[src/rtl/uart_pkg.sv]
// Shared definitions for the UART transmit-side feeder: byte width and feeder FSM encoding.
package uart_pkg;

  localparam int UART_DATA_W = 8;

  typedef enum logic [1:0] {
    IDLE      = 2'd0,
    WAIT_BUSY = 2'd1,
    WAIT_DONE = 2'd2
  } feeder_state_t;

endpackage

[src/rtl/byte_fifo.sv]
// Circular byte buffer with registered count/full/empty, synchronous clear and overflow pulse.
module byte_fifo
  import uart_pkg::*;
#(
  parameter int DEPTH = 16,
  parameter int AW    = $clog2(DEPTH)
) (
  input  logic                   clk,
  input  logic                   rst,
  input  logic                   push,
  input  logic [UART_DATA_W-1:0] push_data,
  input  logic                   pop,
  input  logic                   clear,
  output logic [UART_DATA_W-1:0] rd_data,
  output logic                   full,
  output logic                   empty,
  output logic [AW:0]            count,
  output logic                   overflow
);

  localparam logic [AW:0] FULL_CNT = (AW+1)'(DEPTH);

  logic [UART_DATA_W-1:0] mem [DEPTH];
  logic [AW-1:0]          wr_ptr;
  logic [AW-1:0]          rd_ptr;
  logic [AW:0]            count_nxt;
  logic                   push_ok;
  logic                   pop_ok;

  // full is the registered flag, so a pop in the same cycle does not make room for a push
  assign push_ok = push && !full && !clear;
  assign pop_ok  = pop && !empty && !clear;
  assign rd_data = mem[rd_ptr];

  always_comb begin
    count_nxt = count;
    if (push_ok && !pop_ok)      count_nxt = count + (AW+1)'(1);
    else if (pop_ok && !push_ok) count_nxt = count - (AW+1)'(1);
  end

  always_ff @(posedge clk or negedge rst) begin
    if (!rst) begin
      wr_ptr   <= '0;
      rd_ptr   <= '0;
      count    <= '0;
      full     <= 1'b0;
      empty    <= 1'b1;
      overflow <= 1'b0;
    end else if (clear) begin
      wr_ptr   <= '0;
      rd_ptr   <= '0;
      count    <= '0;
      full     <= 1'b0;
      empty    <= 1'b1;
      overflow <= 1'b0;
    end else begin
      if (push_ok) wr_ptr <= wr_ptr + AW'(1);
      if (pop_ok)  rd_ptr <= rd_ptr + AW'(1);
      count    <= count_nxt;
      full     <= (count_nxt == FULL_CNT);
      empty    <= (count_nxt == '0);
      overflow <= push && full;
    end
  end

  always_ff @(posedge clk) begin
    if (push_ok) mem[wr_ptr] <= push_data;
  end

endmodule

[src/rtl/uart_tx_feeder.sv]
// Feeds queued bytes to a UART transmitter one frame at a time, paced by its busy/done handshake.
module uart_tx_feeder
  import uart_pkg::*;
#(
  parameter int DEPTH = 16,
  parameter int AW    = $clog2(DEPTH)
) (
  input  logic                   clk,
  input  logic                   rst,
  input  logic                   push,
  input  logic [UART_DATA_W-1:0] push_data,
  input  logic                   clear,
  output logic                   full,
  output logic                   empty,
  output logic [AW:0]            count,
  output logic                   overflow,
  output logic                   tx_start,
  output logic [UART_DATA_W-1:0] tx_din,
  input  logic                   tx_busy,
  input  logic                   tx_done
);

  feeder_state_t          state_q;
  feeder_state_t          state_d;
  logic                   launch;
  logic [UART_DATA_W-1:0] rd_data;

  byte_fifo #(.DEPTH(DEPTH), .AW(AW)) u_fifo (
    .clk       (clk),
    .rst       (rst),
    .push      (push),
    .push_data (push_data),
    .pop       (launch),
    .clear     (clear),
    .rd_data   (rd_data),
    .full      (full),
    .empty     (empty),
    .count     (count),
    .overflow  (overflow)
  );

  always_comb begin
    state_d = state_q;
    launch  = 1'b0;
    case (state_q)
      IDLE: begin
        if (!empty && !tx_busy && !clear) begin
          launch  = 1'b1;
          state_d = WAIT_BUSY;
        end
      end
      WAIT_BUSY: begin
        // A stray done here means the frame already finished; do not wait for busy.
        if (tx_done)      state_d = IDLE;
        else if (tx_busy) state_d = WAIT_DONE;
      end
      WAIT_DONE: begin
        if (tx_done) state_d = IDLE;
      end
      default: state_d = IDLE;
    endcase
  end

  always_ff @(posedge clk or negedge rst) begin
    if (!rst) begin
      state_q  <= IDLE;
      tx_start <= 1'b0;
      tx_din   <= '0;
    end else begin
      state_q  <= state_d;
      tx_start <= launch;
      if (launch) tx_din <= rd_data;
    end
  end

endmodule

[config.mk]
export PLATFORM = sky130hd
export DESIGN_NAME = uart_tx_feeder
export DESIGN_NICKNAME = d
export VERILOG_FILES = /design/src/rtl/uart_pkg.sv /design/src/rtl/byte_fifo.sv /design/src/rtl/uart_tx_feeder.sv
export SDC_FILE = /design/constraint.sdc
export NUM_CORES = 1
export LEC_CHECK = 0
export BUFFER_PORTS_ARGS = -buffer_cell sky130_fd_sc_hd__clkbuf_2
export CAP_MARGIN = 20
export CORE_ASPECT_RATIO = 1.4
export CORE_MARGIN = 2
export CORE_UTILIZATION = 61
export DETAILED_ROUTE_END_ITERATION = 12
export HOLD_SLACK_MARGIN = 0.05
export PLACE_DENSITY = 0.79
export SLEW_MARGIN = 0
export SYNTH_ARGS = -nofsm -noshare
export SYNTH_HDL_FRONTEND = slang
export SYNTH_HIERARCHICAL = 1
export SYNTH_SLANG_ARGS = --single-unit
export TNS_END_PERCENT = 20
[constraint.sdc]
create_clock -name clk -period 2.74 [get_ports clk]
set_clock_uncertainty 0.1 [all_clocks]
set_input_delay 0.137 -clock clk [delete_from_list [all_inputs] [get_ports clk]]
set_output_delay 0.137 -clock clk [all_outputs]
set_load 0.01 [all_outputs]
# Word level (Yosys, flattened, before mapping)
# Memory sizes are Yosys's and may differ from the RTL's. A register that Yosys moved wholly into a read port is not among the register bits.
# Cells that the tools add are included.
# totals
ram_bits,128
n_memories,1
in_bits,14
ff_bits,19
# op_classes
n_eq_ne,6
mux,19
n_reduce_logical,21
addsub,4
# mem_list
memory,depth,word_bits,read_ports,rd_ports_with_merged_regs,wr,line,source
u_fifo.mem,16,8,1,1,1,byte_fifo.sv:23,logic [UART_DATA_W-1:0] mem [DEPTH];
# op_table
cell,n
4-bit two-way mux,4
5-bit two-way mux,3
1-bit logical AND,9
4-bit by 1-bit adder with 4-bit output (second input constant),2
2-bit two-way mux,4
1-bit zero test,7
1-bit two-way mux,7
2-bit case mux with 3 select lines,1
5-bit by 1-bit adder with 5-bit output (second input constant),1
5-bit equality test (second input constant),1
5-bit zero test,1
5-bit by 1-bit subtractor with 5-bit output (second input constant),1
2-bit != test (second input constant),2
2-bit nonzero test,2
3-bit != test (second input constant),1
3-bit AND reduction,1
2-bit by 1-bit equality test with 1-bit output (second input constant),1
2-bit equality test (second input constant),1
2-bit zero test,1

# Depth between registers and ports, before layout
# depth
depth_word,12
depth_mapped,9

# Hierarchy
# The synthesis kept the hierarchy.
# modules_own_cells
mod,n_inst,cells_each,area_per_inst_um2,seq_area_each_um2
byte_fifo,1,358,5965.7,4245.3
uart_tx_feeder,1,26,431.7,275.3

# Worst setup path before layout
# No wires, ideal clock.
# synth_path
path_kind,register to register
start,register state_q[1]
end,register u_fifo.full
t_arrival_ns,2.075
setup_time_ns,0.068
synth_period_minus_slack_ns,2.243
stages_incl_launch_ff,9
slack_ns,0.497
t_required_ns,2.572
cell_sequence,dfrtp_1 > or4_4 > nor2_8 > nor2b_1 > buf_4 > nand2_4 > mux2_2 > o32ai_1 > and4_1
# synth_via
elab_chain_cells,9
# synth_rtl
element,line,source
start: declaration,uart_tx_feeder.sv:23,feeder_state_t state_q;
start signal: assignment,uart_tx_feeder.sv:70,state_q <= state_d;
2-bit zero test *,uart_tx_feeder.sv:45,case (state_q)
1-bit two-way mux *,uart_tx_feeder.sv:45,
via launch,uart_tx_feeder.sv:25,logic launch;
1-bit logical AND * (2 in a row),byte_fifo.sv:32,assign pop_ok = pop && !empty && !clear;
1-bit logical AND / 1-bit zero test (equally long branches),"byte_fifo.sv:38, byte_fifo.sv:37",
5-bit two-way mux / 1-bit logical AND (equally long branches),"byte_fifo.sv:38, byte_fifo.sv:37",
5-bit two-way mux *,byte_fifo.sv:37,if (push_ok && !pop_ok) count_nxt = count + (AW+1)'(1);
5-bit equality test *,byte_fifo.sv:60,full <= (count_nxt == FULL_CNT);
1-bit two-way mux *,byte_fifo.sv:49,end else if (clear) begin
end signal: assignment,byte_fifo.sv:60,
end: declaration,byte_fifo.sv:15,"output logic full,"
# The timed path passes the listed nets; every way through them passes the cells marked *.
# A chain may end at the register's enable or synchronous reset.

# Worst setup path after layout
# layout_path
start,register state_q[1]
end,register u_fifo.empty
# layout_via
elab_chain_cells,9
# layout_rtl
element,line,source
2-bit zero test *,uart_tx_feeder.sv:45,
1-bit two-way mux *,uart_tx_feeder.sv:45,
via launch,uart_tx_feeder.sv:25,
1-bit logical AND * (2 in a row),byte_fifo.sv:32,
1-bit logical AND / 1-bit zero test (equally long branches),"byte_fifo.sv:38, byte_fifo.sv:37",
5-bit two-way mux / 1-bit logical AND (equally long branches),"byte_fifo.sv:38, byte_fifo.sv:37",
5-bit two-way mux *,byte_fifo.sv:37,
5-bit zero test *,byte_fifo.sv:61,empty <= (count_nxt == '0);
1-bit two-way mux *,byte_fifo.sv:49,
end signal: assignment,byte_fifo.sv:61,
end: declaration,byte_fifo.sv:16,"output logic empty,"
# Marked as above.

==> impl_metrics.json <==
{
  "run_status": "completed",
  "clock_pin_slew_of_the_registers_on_the_worst_case_setup_and_hold_paths_ps": 60,
  "p_leak_nw": 2.565,
  "min_from": "push_data[3]",
  "powerDensity_mw_per_mm2": 694.2,
  "drive_above_1_share_pct": 24.05,
  "routed_wire_length_per_instance_um": 21.34,
  "htree_num_levels": 4,
  "drv_cap": 0,
  "finalWirelength_um": 12530,
  "cts-buffers-inserted": 17,
  "drt-vias-per-instance": 6.007,
  "worstSetupStartpoint": "state_q[1]",
  "synth-async-reset-ratio_pct": 17.42,
  "core.rowCount": 44,
  "synth_enable_flop_cells": 128,
  "ios": 31,
  "critPathMaxFanout": 11,
  "gr-total-overflow": 0,
  "floorplan.core_area_mm2": 0.01029,
  "remaining_drc_errors": 0,
  "tritoncts_clock_tree": "done",
  "timing.final.ws_setup_ps": 299.3,
  "route.antenna.remaining_nets": 0,
  "worstSetupPathType": "flip-flop to flip-flop",
  "drtPass1Iterations": 5,
  "max_transition_viols_final": 0,
  "dr_total_vias": 3526,
  "area.growth.synth_to_final_pct": 14.88,
  "hold_viol_final": 0,
  "first_pass_grt_wire_length_um": 19580,
  "ir_drop_mv": 0.5061,
  "synth_cells": 384,
  "synth_top_cells_by_area": "sky130_fd_sc_hd__edfxtp_1 (60%), sky130_fd_sc_hd__dfrtp_1 (10%), sky130_fd_sc_hd__mux4_2 (5.6%), sky130_fd_sc_hd__mux2i_1 (3.9%), sky130_fd_sc_hd__mux2_2 (1.8%)",
  "dpl-instance-area_mm2": 0.006721,
  "grt_pass1_vias": 3616,
  "crit_path_start_kind": "flip-flop",
  "gp_congestion": 0.8004,
  "dp_hpwl_um": 8126,
  "initial_util_pct": 62.14,
  "layout.cell_area.non_filler_mm2": 0.007350,
  "fp.dieArea_mm2": 0.01133,
  "synth.yosys.warnings": 6,
  "cts_root_buffer": "sky130_fd_sc_hd__clkbuf_16",
  "grt_start_max_net_pins": 28,
  "synth_area_per_cell_um2": 16.66,
  "port_buffer_count": 30,
  "finish.net_count": 457,
  "grt_antenna_before_repair": 0,
  "critPathRequiredTime_ps": 2990,
  "num_antenna_cells": 0,
  "die-width_um": 90.55,
  "finalSetupTns_ps": 0,
  "final_min_period_over_clock_period_pct": 89.08,
  "final_util_pct": 71.39,
  "fill_cells": 660,
  "grtUsageTotal_pct": 23.61,
  "grt_setup_unrepaired": "no",
  "cts_sinks": 155,
  "yosys.area.top_type_share_pct": 60.08,
  "detailedPlace.worstSlack_ps": 320.5,
  "clock_tree.buffer_depth": 2,
  "period_minus_slack_ps": 2441,
  "holdCritPathClass": "input pin to flip-flop",
  "post_synth_instance_area_mm2": 0.006397,
  "synth_nets": 405,
  "finalSetupViolations": 0,
  "postSynthRegisterBits": 155,
  "max_freq_mhz": 409.7,
  "synth-seq-area-share_pct": 70.66,
  "design_power_total_mw": 5.102,
  "synth_top_area_cell": "sky130_fd_sc_hd__edfxtp_1",
  "worst_pin_slew_ps": 667.3,
  "worst_r2r_startpoint": "state_q[1]",
  "setup.worst_path.end_class": "flip-flop",
  "drtIter0Drc": 388,
  "ys_types": 46,
  "worstSkewPairLatency_ps": 410,
  "die_h_um": 125.2,
  "synth_flop_cell": "sky130_fd_sc_hd__edfxtp_1",
  "crit_arrival_ps": 2690,
  "slew_headroom_pct": 55.51
}
cell usage after synthesis, types with 3 or more instances:
master	number
sky130_fd_sc_hd__ha_1	7
sky130_fd_sc_hd__and2_1	13
sky130_fd_sc_hd__o21ai_1	7
sky130_fd_sc_hd__nor2_1	15
sky130_fd_sc_hd__nor3_1	4
sky130_fd_sc_hd__mux4_2	16
sky130_fd_sc_hd__a21oi_1	14
sky130_fd_sc_hd__nand2b_1	4
sky130_fd_sc_hd__a221oi_1	8
sky130_fd_sc_hd__buf_6	3
sky130_fd_sc_hd__buf_4	4
sky130_fd_sc_hd__buf_2	5
sky130_fd_sc_hd__mux2i_1	25
sky130_fd_sc_hd__dfrtp_1	26
sky130_fd_sc_hd__nand2_1	20
sky130_fd_sc_hd__xor2_1	4
sky130_fd_sc_hd__mux2_2	10
sky130_fd_sc_hd__a22oi_1	8
sky130_fd_sc_hd__o21ai_0	10
sky130_fd_sc_hd__xnor2_1	4
sky130_fd_sc_hd__mux2_1	7
sky130_fd_sc_hd__inv_1	6
sky130_fd_sc_hd__nand3_1	6
sky130_fd_sc_hd__edfxtp_1	128
sky130_fd_sc_hd__clkbuf_1	5
worst paths after layout:
path / cells after the start / slack, ps / end
worst max-delay path: 8 / 300 / u_fifo/empty
worst min-delay path: 1 / 60 / u_fifo/mem[6][3]
worst max register to register: 8 / 300 / u_fifo/empty
worst min register to register: 1 / 410 / tx_din[4]
max in group asynchronous: 2 / 1880 / u_fifo/rd_ptr[0]
min in group asynchronous: 2 / 190 / u_fifo/count[2]
stage by stage:
step,hold slack [ps],std cells
after global placement,100.8,546
final,63.60,587
after global routing,80.44,587
after detailed placement,110.1,546
after CTS,53.48,587
after floorplan,-258.6,384
cell families after synthesis:
group	Yosys count	share of synthesized area, %
simple gates	79	6.865
xor+xnor	8	1.095
flops	155	70.66
buf+inv	23	2.034
fa+ha+maj	7	1.369
mux	58	12.54
compound gates	54	5.437
state kept, by name (all words and copies together), names as in the netlist:
name             flops
state_q              2
tx_din               8
tx_start             1
u_fifo/count         5
u_fifo/empty         1
u_fifo/full          1
u_fifo/mem         128
u_fifo/overflow      1
u_fifo/rd_ptr        4
u_fifo/wr_ptr        4
timing repair:
item / in CTS / in global routing
hold buffers: 9 / 0
endpoints found under the hold margin: 34 / 0
setup buffers: 0 / 0
resized for setup: 0 / 0
where the power goes:
group | leakage, nW | total [mW] | internal, mW | switching, mW
Clock | 0.270 | 2.09 | 1.22 | 0.866
Sequential | 1.51 | 2.68 | 2.63 | 0.0528
Combinational | 0.790 | 0.330 | 0.152 | 0.178
Total | 2.56 | 5.10 | 4.01 | 1.10
critical path, stage by stage (launching register included):
cell	delay [ps]
sky130_fd_sc_hd__dfrtp_1	400
sky130_fd_sc_hd__or4_4	580
sky130_fd_sc_hd__nor2_8	200
sky130_fd_sc_hd__nor2b_1	150
sky130_fd_sc_hd__buf_4	170
sky130_fd_sc_hd__nand2_4	80
sky130_fd_sc_hd__mux2_2	300
sky130_fd_sc_hd__o32ai_1	170
sky130_fd_sc_hd__a41o_1	230
cell type report:
class | count | area (um2) | share of cell area, %
repair buffers | 50 | 347.8 | 4.733
well taps | 138 | 172.7 | 2.349
clock buffers | 21 | 470.5 | 6.401
multi-input cells | 206 | 1747 | 23.77
inverters | 6 | 22.52 | 0.3064
clock inverters | 11 | 67.56 | 0.9193
flip-flops and latches | 155 | 4522 | 61.53
layer usage:
layer / global-route usage (%) / up-vias / routed length, um
met2: 40.74 / 147 / 6729
met4: 9.502 / 0 / 275
met1: 28.93 / 1767 / 4805
li1: - / 1590 / -
met5: 0 / - / 0
met3: 5.422 / 22 / 716
cell usage in the layout (no fill, tap or decap), types with 6 or more instances in the layout:
cell / synthesis / final
sky130_fd_sc_hd__dlygate4sd3_1: 0 / 9
sky130_fd_sc_hd__mux2i_1: 25 / 25
sky130_fd_sc_hd__inv_1: 6 / 6
sky130_fd_sc_hd__o21ai_1: 7 / 7
sky130_fd_sc_hd__mux2_1: 7 / 7
sky130_fd_sc_hd__a221oi_1: 8 / 8
sky130_fd_sc_hd__o21ai_0: 10 / 10
sky130_fd_sc_hd__edfxtp_1: 128 / 128
sky130_fd_sc_hd__nand3_1: 6 / 6
sky130_fd_sc_hd__buf_4: 4 / 9
sky130_fd_sc_hd__dfrtp_1: 26 / 25
sky130_fd_sc_hd__a21oi_1: 14 / 14
sky130_fd_sc_hd__a22oi_1: 8 / 8
sky130_fd_sc_hd__clkbuf_16: 0 / 17
sky130_fd_sc_hd__mux2_2: 10 / 10
sky130_fd_sc_hd__clkbuf_2: 0 / 30
sky130_fd_sc_hd__and2_1: 13 / 13
sky130_fd_sc_hd__ha_1: 7 / 7
sky130_fd_sc_hd__nand2_1: 20 / 20
sky130_fd_sc_hd__nor2_1: 15 / 15
sky130_fd_sc_hd__mux4_2: 16 / 16
No activity file was read; power rests on OpenSTA's default activity.
